## src/rtl/i2c_pkg.sv

```systemverilog
// i2c_pkg: shared types and constants for the I2C byte engine
package i2c_pkg;
    localparam int DATA_WIDTH = 8;
    typedef enum logic {RW_WRITE = 1'b0, RW_READ = 1'b1} r_w_t;
    typedef enum logic [2:0] {CMD_NOP, CMD_START, CMD_STOP, CMD_WRITE, CMD_READ} bit_cmd_t;
    typedef enum logic [2:0] {ST_IDLE, ST_START, ST_WRITE, ST_READ, ST_ACK, ST_STOP, ST_DONE} byte_state_t;
endpackage

```

## src/rtl/i2c_bit_ctrl.sv

```systemverilog
// i2c_bit_ctrl: runs one bus symbol as 4 prescaled quarters with clock stretching
module i2c_bit_ctrl
    import i2c_pkg::*;
#(
    parameter int CNT_W = 16
) (
    input  logic             clk_i,
    input  logic             arst_i,
    input  logic             ena,
    input  logic [CNT_W-1:0] clk_cnt,
    input  bit_cmd_t         cmd,
    input  logic             din_bit,
    output logic             done,
    output logic             rx_bit,
    input  logic             scl_i,
    input  logic             sda_i,
    output logic             scl_oen,
    output logic             sda_oen
);
    logic [CNT_W-1:0] cnt_q;
    logic [1:0]       q_q;
    logic             scl_hold_q, sda_hold_q, tick, last;

    // pad levels for the current quarter; idle keeps the last driven levels
    always_comb begin
        scl_oen = scl_hold_q;
        sda_oen = sda_hold_q;
        case (cmd)
            CMD_START: begin scl_oen = q_q != 2'd3; sda_oen = !q_q[1]; end
            CMD_STOP:  begin scl_oen = q_q != 2'd0; sda_oen = q_q == 2'd3; end
            CMD_WRITE: begin scl_oen = q_q[0] ^ q_q[1]; sda_oen = din_bit; end
            CMD_READ:  begin scl_oen = q_q[0] ^ q_q[1]; sda_oen = 1'b1; end
            default:   ;
        endcase
        tick = ena && cmd != CMD_NOP && !(scl_oen && !scl_i);
        last = cnt_q == clk_cnt;
        done = tick && last && q_q == 2'd3;
    end

    // prescaler, quarter counter, pad hold and read sampling at end of quarter 2
    always_ff @(posedge clk_i or posedge arst_i) begin
        if (arst_i) begin
            cnt_q      <= '0;
            q_q        <= '0;
            scl_hold_q <= 1'b1;
            sda_hold_q <= 1'b1;
            rx_bit     <= 1'b0;
        end else if (ena) begin
            scl_hold_q <= scl_oen;
            sda_hold_q <= sda_oen;
            if (tick) begin
                cnt_q <= last ? '0 : cnt_q + CNT_W'(1);
                if (last) q_q <= q_q + 2'd1;
                if (last && q_q == 2'd2) rx_bit <= sda_i;
            end
        end
    end
endmodule

```

## src/rtl/i2c_byte_ctrl.sv

```systemverilog
// i2c_byte_ctrl: byte-level I2C master sequencing START, byte, ACK and STOP
module i2c_byte_ctrl
    import i2c_pkg::*;
#(
    parameter int CNT_W = 16
) (
    input  logic                  clk_i,
    input  logic                  arst_i,
    input  logic                  ena,
    input  logic [CNT_W-1:0]      clk_cnt,
    input  logic                  start,
    input  logic                  stop,
    input  logic                  read,
    input  logic                  write,
    input  logic                  ack_in,
    input  logic [DATA_WIDTH-1:0] din,
    output logic                  cmd_ack,
    output logic                  ack_out,
    output logic                  i2c_busy,
    output logic                  i2c_al,
    output logic [DATA_WIDTH-1:0] dout,
    input  logic                  scl_i,
    output logic                  scl_o,
    output logic                  scl_oen,
    input  logic                  sda_i,
    output logic                  sda_o,
    output logic                  sda_oen
);
    byte_state_t           state_q, state_d;
    bit_cmd_t              bit_cmd;
    r_w_t                  rw_q;
    logic [DATA_WIDTH-1:0] sr_q;
    logic [2:0]            bit_q;
    logic                  start_q, stop_q, byte_q, ack_in_q, ack_bit_q, dly_q;
    logic                  accept, done, rx_bit, din_bit;

    assign i2c_al = 1'b0;
    assign scl_o  = 1'b0;
    assign sda_o  = 1'b0;

    // command accept and symbol sequencing
    always_comb begin
        accept  = ena && state_q == ST_IDLE && (start || stop || read || write);
        state_d = state_q;
        case (state_q)
            ST_IDLE:           if (accept) state_d = start ? ST_START : read ? ST_READ : write ? ST_WRITE : ST_STOP;
            ST_START:          if (done) state_d = byte_q ? (rw_q == RW_READ ? ST_READ : ST_WRITE) : stop_q ? ST_STOP : ST_DONE;
            ST_WRITE, ST_READ: if (done && bit_q == 3'd7) state_d = ST_ACK;
            ST_ACK:            if (done) state_d = stop_q ? ST_STOP : ST_DONE;
            ST_STOP:           if (done) state_d = ST_DONE;
            ST_DONE:           if (dly_q) state_d = ST_IDLE;
            default:           state_d = ST_IDLE;
        endcase
    end

    // bit command and data bit for the symbol engine; the 9th bit flips direction
    always_comb begin
        bit_cmd = CMD_NOP;
        case (state_q)
            ST_START: bit_cmd = CMD_START;
            ST_STOP:  bit_cmd = CMD_STOP;
            ST_WRITE: bit_cmd = CMD_WRITE;
            ST_READ:  bit_cmd = CMD_READ;
            ST_ACK:   bit_cmd = rw_q == RW_READ ? CMD_WRITE : CMD_READ;
            default:  ;
        endcase
        din_bit = state_q == ST_ACK ? ack_in_q : sr_q[DATA_WIDTH-1];
    end

    // state register, frozen while disabled
    always_ff @(posedge clk_i or posedge arst_i) begin
        if (arst_i) state_q <= ST_IDLE;
        else if (ena) state_q <= state_d;
    end

    // command latch, shift register, bus ownership and result registers
    always_ff @(posedge clk_i or posedge arst_i) begin
        if (arst_i) begin
            start_q   <= 1'b0;
            stop_q    <= 1'b0;
            byte_q    <= 1'b0;
            rw_q      <= RW_WRITE;
            ack_in_q  <= 1'b0;
            sr_q      <= '0;
            bit_q     <= '0;
            ack_bit_q <= 1'b0;
            dly_q     <= 1'b0;
            cmd_ack   <= 1'b0;
            ack_out   <= 1'b0;
            dout      <= '0;
            i2c_busy  <= 1'b0;
        end else if (ena) begin
            cmd_ack <= state_q == ST_DONE && dly_q;
            dly_q   <= state_q == ST_DONE && !dly_q;
            if (accept) begin
                start_q  <= start;
                stop_q   <= stop;
                byte_q   <= read || write;
                rw_q     <= read ? RW_READ : RW_WRITE;
                ack_in_q <= ack_in;
                sr_q     <= din;
                bit_q    <= '0;
            end
            if (done && (state_q == ST_WRITE || state_q == ST_READ)) begin
                sr_q  <= {sr_q[DATA_WIDTH-2:0], rx_bit};
                bit_q <= bit_q + 3'd1;
            end
            if (done && state_q == ST_ACK) ack_bit_q <= rx_bit;
            if (done && state_q == ST_START) i2c_busy <= 1'b1;
            if (done && state_q == ST_STOP) i2c_busy <= 1'b0;
            if (state_q == ST_DONE && dly_q && byte_q) begin
                if (rw_q == RW_READ) dout <= sr_q;
                else ack_out <= ack_bit_q;
            end
        end
    end

    i2c_bit_ctrl #(.CNT_W(CNT_W)) u_bit (
        .clk_i   (clk_i),
        .arst_i  (arst_i),
        .ena     (ena),
        .clk_cnt (clk_cnt),
        .cmd     (bit_cmd),
        .din_bit (din_bit),
        .done    (done),
        .rx_bit  (rx_bit),
        .scl_i   (scl_i),
        .sda_i   (sda_i),
        .scl_oen (scl_oen),
        .sda_oen (sda_oen)
    );
endmodule

```

## config.mk

```make
export PLATFORM = sky130hd
export DESIGN_NAME = i2c_byte_ctrl
export DESIGN_NICKNAME = d
export VERILOG_FILES = /design/src/rtl/i2c_pkg.sv /design/src/rtl/i2c_bit_ctrl.sv /design/src/rtl/i2c_byte_ctrl.sv
export SDC_FILE = /design/constraint.sdc
export NUM_CORES = 1
export LEC_CHECK = 0
export BUFFER_PORTS_ARGS = -buffer_cell sky130_fd_sc_hd__buf_4
export CAP_MARGIN = 20
export CELL_PAD_IN_SITES_DETAIL_PLACEMENT = 1
export CELL_PAD_IN_SITES_GLOBAL_PLACEMENT = 2
export CORE_MARGIN = 8
export CORE_UTILIZATION = 33
export DETAILED_ROUTE_END_ITERATION = 6
export PLACE_DENSITY = 0.87
export SLEW_MARGIN = 15
export SYNTH_ARGS = -nofsm -noshare
export SYNTH_HDL_FRONTEND = slang
export SYNTH_SLANG_ARGS = --single-unit
```

## constraint.sdc

```tcl
create_clock -name clk_i -period 2.7 [get_ports clk_i]
set_clock_uncertainty 0.15 [all_clocks]
set_input_delay 0.54 -clock clk_i [delete_from_list [all_inputs] [get_ports clk_i]]
set_output_delay 0.54 -clock clk_i [all_outputs]
set_load 0.01 [all_outputs]
```

==> results.cfg <==
[critical_path]
cp_data_arrival_time_ns = 1.93
cp-startpoint = u_bit.q_q[0]
cpMostUsedCell = buf_4
end_kind = output pin
crit_chain = buf_4 > ha_2 > nand2_1 > o21ai_0 > a311o_1 > a21o_1 > buf_4
critPathKind = register to output pin
cpMaxStageDelayCell = dfrtp_1
worst_r2r_startpoint = u_bit.q_q[0]
max_stage_delay_ns = 0.41
critical_path.max_fanout = 5
crit_required_ns = 2.01
worst_setup_path_start_kind = register

[grt]
grt_pass1_vias = 2618
antenna_found_initial = 0
use_met2_pct = 22.0
grt_first_pass_wirelength_um = 13200
overflow = 0
grt.met1_usage_pct = 15.8
grt.met3_usage_pct = 1.72
grt_start_max_net_pins = 53
grtUsageTotal_pct = 12.6
grt.busiest_layer = met2

[logic_synthesis]
synth.area.mux_share_pct = 14.9
synthCells = 292
synth_edf_count = 0
yosysSeqAreaShare_pct = 42.5
synth_compound_area_share_pct = 9.88
synth_cell_types = 55
ys.flop_type = dfrtp_1
synthSimpleGateAreaFrac_pct = 18.7
syn_avg_cell_area_sq_um = 10.5
yosysWarnings = 0
synth_xor_xnor_area_share_pct = 6.86
netlist_area_sq_um = 3070
synthAdderAreaFrac_pct = 2.45
synth_top_family_by_area = simple AND/OR/NAND/NOR gates
async_flop_share_pct = 100
ys_ff_latch = 52

[sta]
worst_pin_slew_ns = 0.673
drv_slew = 0
timing.fmax_ghz = 0.382
rsz0062_at_grt = no
setup_tns_ns = 0
period_minus_slack_ns = 2.62
max_slew_margin_pct = 55.1
setup_viol = 0
finalHoldViolations = 0
fin_crit_sh_pct = 97.0

[route]
vias_per_cell = 5.22
final_antenna_net_count = 0
remaining_drc_errors = 0
vias = 2402
firstDrtPassIters = 4
wirelength_um = 7880
routedWlPerCell_um = 17.1
drtIter0Drc = 65

[final_layout]
nets = 388
fillers = 1030
insertedDiodeCount = 0
areaGrowthSynthToFinish_pct = 21.6
drive_gt1_share_pct = 34.4

[pwr]
p_leak_nw = 1.77
vdd_drop_max_mv = 0.196
p_per_area_nw_per_um2 = 412
power_mw = 1.53

[clock_network]
cts-root-buf = clkbuf_8
clkLatencyLatePin_ns = 0.31
htreeDepth = 2
numCtsBuffers = 5
cts_tree = yes
cts_num_sinks = 52
max-clock-path-buffers = 2
path_clk_slew_ns = 0.11

[placed_design]
hpwl_um = 6130
io_buffers = 46
routabilityCongestion = 0.788

[floorplanning]
chipWidth_um = 112
boundaryPins = 50
die_h_um = 112
rows = 35
core_area_sq_um = 9110
die-area_sq_um = 12600
start_util_pct = 33.7

[flow_run]
maxCapViolations = 0

[status]
status = finished clean

[hold_path]
hold_path_class = input port to asynchronous set/reset pin
power by group:
| group | internal, mW | switching [mW] | leakage, nW |
|---|---|---|---|
| Clock | 0.190 | 0.281 | 0.0452 |
| Sequential | 0.812 | 0.0500 | 0.684 |
| Combinational | 0.111 | 0.0905 | 1.04 |
worst paths after layout:
kind	to	slack (ns)	cells after the start
worst max-delay path	sda_oen	0.08	7
worst min-delay path	sr_q[1]	0.25	3
worst max register to register	sr_q[7]	0.15	8
worst min register to register	bit_q[0]	0.35	1
max in group asynchronous	u_bit.cnt_q[6]	1.69	3
min in group clk_i	ack_in_q	0.31	2
logic make-up after synthesis:
kind of cell	Yosys count
multiplexers	39
flip-flops	52
AO/OA/AOI/OAI	43
AND/OR/NAND/NOR	99
buffers and inverters	28
adder cells (fa/ha/maj)	6
other	1
XOR/XNOR	24
cells in the final DEF, fill, tap and decap left out, drive strengths merged, types with 7 or more instances in the layout:
master	instances
o21ai	12
xnor2	24
nor2	17
and3	9
nand4	12
mux2	33
nor4	7
dfrtp	50
inv	11
nand2	14
buf	66
nand3	12
synthesized netlist by cell type, types with 3 or more instances:
library cell  count  share of area [%]
nand4_1          12                2.4
nor2_1           16                2.0
buf_4             4               0.98
nor2b_1           5                1.0
ha_1              6                2.4
mux2_2           24                8.8
clkbuf_1          9                1.1
o211ai_1          4               0.98
xnor2_1          24                6.9
nand3_1          11                1.8
o21ai_0          12                2.0
and3_1            9                1.8
dfrtp_1          50                 41
buf_2             4               0.65
nor3_1            3               0.49
a21oi_1           6               0.98
nand2_1          14                1.7
mux2_4            7                3.4
mux2i_1           6                2.0
inv_1             9                1.1
a32o_1            3               0.98
and2_1            4               0.82
nand2b_1          5                1.0
nor4_1            6                1.2
a22o_1            4                1.1
state kept, by name (all words and copies together) (netlist names):
| signal | flops |
|---|---|
| i2c_busy | 1 |
| u_bit.rx_bit | 1 |
| state_q | 3 |
| ack_out | 1 |
| u_bit.sda_hold_q | 1 |
| u_bit.scl_hold_q | 1 |
| cmd_ack | 1 |
| u_bit.q_q | 2 |
| dout | 8 |
| ack_in_q | 1 |
| byte_q | 1 |
| bit_q | 3 |
| u_bit.cnt_q | 16 |
| dly_q | 1 |
| sr_q | 8 |
| stop_q | 1 |
| ack_bit_q | 1 |
| rw_q | 1 |
cell type report:
class | instances | area, sq um | area share [%]
Clock buffer | 5 | 68.8 | 1.85
Clock inverter | 3 | 25.0 | 0.671
Inverter | 9 | 33.8 | 0.906
Multi-Input combinational cell | 214 | 1650 | 44.2
Sequential cell | 52 | 1300 | 35.0
Tap cell | 111 | 139 | 3.73
Timing Repair Buffer | 66 | 508 | 13.6
critical path, delay by kind of cell (launching register included):
family / cells / cell delay [ns]
DFF: 1 / 0.41
buffers and inverters: 2 / 0.28
adders and majority gates: 1 / 0.21
AOI/OAI and AO/OA: 3 / 0.62
and+or+nand+nor: 1 / 0.07
through the flow:
stage	utilization, %	hold slack [ns]	instance area (sq um)	worst slack [ns]	instances
floorplan	-	0.302	3070	0.0713	294
global placement	39.5	0.326	3600	0.128	450
detailed placement	39.5	0.331	3600	0.0198	450
CTS	40.7	0.280	3700	0.0185	459
global route	40.9	0.302	3730	0.00427	460
finish	40.9	0.245	3730	0.0823	460
routing by layer:
layer | vias up | part of all wire, % | wire length, um
met1 | 1216 | 46 | 3590
li1 | 1157 | - | -
met2 | 27 | 52 | 4060
met3 | 2 | 2.2 | 173
met5 | - | 0 | 0
met4 | 0 | 0.70 | 55
what timing repair did:
action / CTS / global route
gates resized for setup: 2 / 4
hold buffers: 0 / 0
setup buffers: 1 / 1
pin swaps: 1 / 1
gates cloned: 0 / 0
endpoints found under the setup margin: 1 / 31
(Power assumes the default switching activity.)
